[src/rtl/magnitude_peak_detector.sv]
// Peak search over one frame of squared-magnitude bins.
// Reports the strongest in-range bin one cycle after end of frame.
module magnitude_peak_detector #(
    parameter int          N_BINS    = 1024,
    parameter int          BIN_W     = 10,
    parameter int          MIN_BIN   = 2,
    parameter int          MAX_BIN   = 511,
    parameter logic [31:0] THRESHOLD = 32'h0001_0000
) (
    input  logic             clk,
    input  logic             reset,
    input  logic [31:0]      mag_in,
    input  logic             mag_valid,
    input  logic             mag_sop,
    input  logic             mag_eop,
    output logic             peak_valid,
    output logic [BIN_W-1:0] peak_bin,
    output logic [31:0]      peak_mag,
    output logic             note_present,
    output logic             frame_error
);

    typedef enum logic [1:0] {IDLE, SCAN, REPORT} state_t;

    localparam logic [BIN_W-1:0] LAST = BIN_W'(N_BINS - 1);
    localparam logic [BIN_W-1:0] LO   = BIN_W'(MIN_BIN);
    localparam logic [BIN_W-1:0] HI   = BIN_W'(MAX_BIN);

    state_t           state, state_n;
    logic [BIN_W-1:0] cnt, cnt_n;
    logic [BIN_W-1:0] max_bin, max_bin_n;
    logic [31:0]      max_mag, max_mag_n;
    logic [BIN_W-1:0] bin, base_bin, pb_n;
    logic [31:0]      base_mag, pm_n;
    logic             start, eval, fin;
    logic             pv_n, fe_n, np_n;

    // Next-state, running-max update and report generation
    always_comb begin
        state_n   = (state == REPORT) ? IDLE : state;
        cnt_n     = cnt;
        max_bin_n = max_bin;
        max_mag_n = max_mag;
        pb_n      = peak_bin;
        pm_n      = peak_mag;
        np_n      = note_present;
        pv_n      = 1'b0;
        fe_n      = 1'b0;
        start     = 1'b0;
        eval      = 1'b0;
        fin       = 1'b0;
        bin       = cnt + 1'b1;
        base_bin  = max_bin;
        base_mag  = max_mag;

        if (mag_valid) begin
            unique case (state)
                IDLE, REPORT: begin
                    if (mag_sop)      start = 1'b1;
                    else if (mag_eop) fe_n  = 1'b1;
                end
                SCAN: begin
                    if (mag_sop) begin
                        // New frame before the old one ended
                        fe_n  = 1'b1;
                        start = 1'b1;
                    end else if (cnt == LAST) begin
                        // Frame longer than N_BINS
                        fe_n    = 1'b1;
                        state_n = IDLE;
                    end else begin
                        eval  = 1'b1;
                        cnt_n = cnt + 1'b1;
                        fin   = mag_eop;
                    end
                end
                default: state_n = IDLE;
            endcase
        end

        if (start) begin
            cnt_n    = '0;
            bin      = '0;
            base_bin = LO;
            base_mag = '0;
            eval     = 1'b1;
            fin      = mag_eop;
            state_n  = SCAN;
        end

        if (eval) begin
            max_bin_n = base_bin;
            max_mag_n = base_mag;
            if (bin >= LO && bin <= HI && mag_in > base_mag) begin
                max_bin_n = bin;
                max_mag_n = mag_in;
            end
        end

        if (fin) begin
            state_n = REPORT;
            pv_n    = 1'b1;
            pb_n    = max_bin_n;
            pm_n    = max_mag_n;
            np_n    = (max_mag_n >= THRESHOLD);
        end
    end

    // State and output registers
    always_ff @(posedge clk) begin
        if (reset) begin
            state        <= IDLE;
            cnt          <= '0;
            max_bin      <= '0;
            max_mag      <= '0;
            peak_valid   <= 1'b0;
            peak_bin     <= '0;
            peak_mag     <= '0;
            note_present <= 1'b0;
            frame_error  <= 1'b0;
        end else begin
            state        <= state_n;
            cnt          <= cnt_n;
            max_bin      <= max_bin_n;
            max_mag      <= max_mag_n;
            peak_valid   <= pv_n;
            peak_bin     <= pb_n;
            peak_mag     <= pm_n;
            note_present <= np_n;
            frame_error  <= fe_n;
        end
    end

endmodule

[config.mk]
export PLATFORM = sky130hd
export DESIGN_NAME = magnitude_peak_detector
export DESIGN_NICKNAME = d
export VERILOG_FILES = /design/src/rtl/magnitude_peak_detector.sv
export SDC_FILE = /design/constraint.sdc
export NUM_CORES = 1
export LEC_CHECK = 0
export BUFFER_PORTS_ARGS = -buffer_cell sky130_fd_sc_hd__buf_2
export CORE_MARGIN = 2
export CORE_UTILIZATION = 61
export CTS_CLUSTER_SIZE = 40
export DETAILED_ROUTE_END_ITERATION = 10
export PLACE_DENSITY_LB_ADDON = 0.15
export SYNTH_ARGS = -nofsm -noshare
export SYNTH_HDL_FRONTEND = slang
export SYNTH_SLANG_ARGS = --single-unit
[constraint.sdc]
create_clock -name clk -period 6.4 [get_ports clk]
set_input_delay 1.92 -clock clk [delete_from_list [all_inputs] [get_ports clk]]
set_output_delay 1.92 -clock clk [all_outputs]
set_load 0.02 [all_outputs]
==> results.cfg <==
[outcome]
outcome = finished, final reports clean

[sta]
fin_crit_sh = 0.803
worst_pin_slew_ns = 1.08
finalHoldViolCount = 0
setup_violations = 0
skew_ns = 0.0121
fin_setup_tns_ns = 0
period_needed_ns = 5.14
relSlewSlack = 0.280
fmax_mhz = 195
slew_violations = 0
rsz0062_at_grt = false

[detailed_routing]
wl_per_cell_um = 16.4
drt_pass1_iterations = 6
vias_per_cell = 6.27
drt_iter0_markers = 303
drc = 0
ant_nets = 0
num_vias = 5483
drt-total-wl_um = 14300

[critical_path]
worstSetupEndpointType = register
start_kind = input pin
worstSetupPathType = input pin to register
slowest_stage = o211a_4
max_stage_delay_ns = 0.50
critPathMaxFanout = 47
crit_chain = buf_2 -> nand3_4 -> buf_4 -> nand2_1 -> ha_1 -> nand4_1 -> nor4_1 -> nand3_1 -> a31oi_4 -> o211a_4 -> buf_4 -> nand3_2 -> a311oi_2
path_buf_inv = 3
cp_top_family = simple AND/OR/NAND/NOR gates
critPathRequiredTime_ns = 6.69
crit_top_cell = buf_4
cp.arrival_ns = 5.43

[cells_and_area]
layout_common_cells = dfxtp_1 (99), buf_2 (80), nand3_1 (77), nand2_1 (67), a21oi_1 (63)
drive_above_1_share = 0.227
fin_cells = 874
final_common_cell = dfxtp_1
finalNetCount = 811
areaGrowthSynthToFinish_pct = 9.80
final_area_um2 = 6450
n_antenna_cell = 0

[floorplan]
num_rows = 35
initial_utilization = 0.633
die_w_um = 102
io_pins = 82
fp.dieH_um = 102
dieArea_um2 = 10400
core_area_um2 = 9280

[logic_synthesis]
async_flop_share = 0
avgSynthCellArea_um2 = 8.38
synth_nets = 771
synth_area_um2 = 5870
synthFlopType = dfxtp_1
ys_seq_elements = 99
syn_inst = 701
yosys_warnings = 0
synth_edf_count = 0
ys_seq_area_frac = 0.337
ys_types = 55

[pwr]
p_total_mw = 1.20
vdd_drop_max_uv = 95.8
p_per_area_nw_per_um2 = 186
leakage_nw = 2.22

[placed_design]
hpwl_um = 9730
place_congestion = 0.945
placed_area_um2 = 6260
io_buffers = 81
place_inst = 859

[clocking]
cts-resized-gates = 0
clk_latency_ns = 0.38
cts_hold_buf = 0
cts_buffer_depth = 2
cts_setup_buffers = 0
ctsRootBufferMaster = clkbuf_8
cts_buffers = 9
cts.sinks = 99
clk_pin_slew_ns = 0.10
htree_levels = 3
cts_tree = done

[grt]
grt_pass1_vias = 4933
grt_max_degree = 89
grt-ovfl-total = 0
antenna_found_initial = 0
grt_usage = 0.280
grt_pass1_wl_um = 23700

[run]
max_cap_violations = 0

[min_path]
worst_hold_path_type = register to register
-- registers in the layout, indices dropped and copies added, names as in the netlist --
register,count
cnt,10
frame_error,1
max_bin,10
max_mag,32
note_present,1
peak_bin,10
peak_mag,32
peak_valid,1
state,2
-- metal layers --
layer	vias to the layer above	track usage	routed length [µm]
met4	0	0.0882	245
li1	2677	-	-
met3	19	0.0328	788
met2	200	0.447	6660
met1	2587	0.397	6620
met5	-	0	0
-- area by class of cell --
| cell class | count | area [µm²] |
|---|---|---|
| tap | 129 | 161 |
| clock buffer | 9 | 124 |
| inverter | 4 | 15.0 |
| clock inverter | 6 | 65.1 |
| multi-input combinational | 534 | 3590 |
| sequential | 99 | 1980 |
| fill | 810 | 2830 |
| timing repair buffer | 93 | 510 |
-- synthesized netlist by cell type, types with 3 or more instances --
library cell,instances,share of area
a21o_1,32,0.041
a21oi_1,63,0.054
a221o_1,5,0.0085
a311oi_2,27,0.069
and3_1,7,0.0075
buf_1,6,0.0038
buf_2,13,0.011
buf_6,4,0.0077
clkbuf_1,36,0.023
dfxtp_1,99,0.34
ha_1,33,0.070
inv_1,4,0.0026
nand2_1,67,0.043
nand2b_1,6,0.0064
nand3_1,78,0.066
nand3_2,27,0.046
nand3b_1,4,0.0051
nand4_1,12,0.013
nor2_1,54,0.035
nor3_1,22,0.019
nor3b_1,3,0.0038
nor4_1,6,0.0064
o211ai_1,9,0.012
o21ai_0,19,0.016
o311ai_0,5,0.0075
o31ai_1,3,0.0038
or3_1,13,0.014
xnor2_1,6,0.0089
xor2_1,7,0.010
-- power breakdown --
| group | leakage, nW | switching, mW | internal (mW) |
|---|---|---|---|
| clock | 0.0955 | 0.229 | 0.180 |
| sequential | 0.802 | 0.00704 | 0.628 |
| combinational | 1.32 | 0.107 | 0.0517 |
-- worst register-to-register path, cell delays in order (launching register included) --
cell	delay [ns]
dfxtp_1	0.40
nand2_1	0.15
nand3_4	0.47
buf_4	0.34
nand2_1	0.11
ha_1	0.32
nand4_1	0.12
nor4_1	0.31
nand3_1	0.28
a31oi_4	0.26
o211a_4	0.50
buf_4	0.33
nand3_2	0.11
a311oi_2	0.24
-- cell families (layout without fill, tap and decap cells) --
| kind of cell | count (synthesis) | in the layout | share of synthesized area |
|---|---|---|---|
| and+or+nand+nor | 304 | 304 | 0.271 |
| AOI/OAI and AO/OA | 184 | 184 | 0.246 |
| DFF | 99 | 99 | 0.337 |
| buffers and inverters | 68 | 112 | 0.0567 |
| adders and majority gates | 33 | 33 | 0.0703 |
| xor gates and xnor gates | 13 | 13 | 0.0194 |
-- worst paths after layout --
kind | end | from | slack (ns) | cells past startpoint
worst max register to register | peak_mag[9] | state[0] | 2.37 | 13
worst min register to register | peak_bin[6] | peak_bin[6] | 0.46 | 2
worst min-delay path | peak_bin[6] | peak_bin[6] | 0.46 | 2
worst max-delay path | peak_mag[9] | mag_sop | 1.26 | 13
-- stage by stage --
stage	hold slack, ns	util	setup WS [ns]
finish	0.465	0.695	1.26
global route	0.505	0.695	1.02
CTS	0.470	0.695	1.32
detailed placement	0.446	0.674	0.926
global placement	0.443	0.674	1.00
floorplan	0.452	-	1.69
Note: power is estimated with default switching activity, not from simulation.
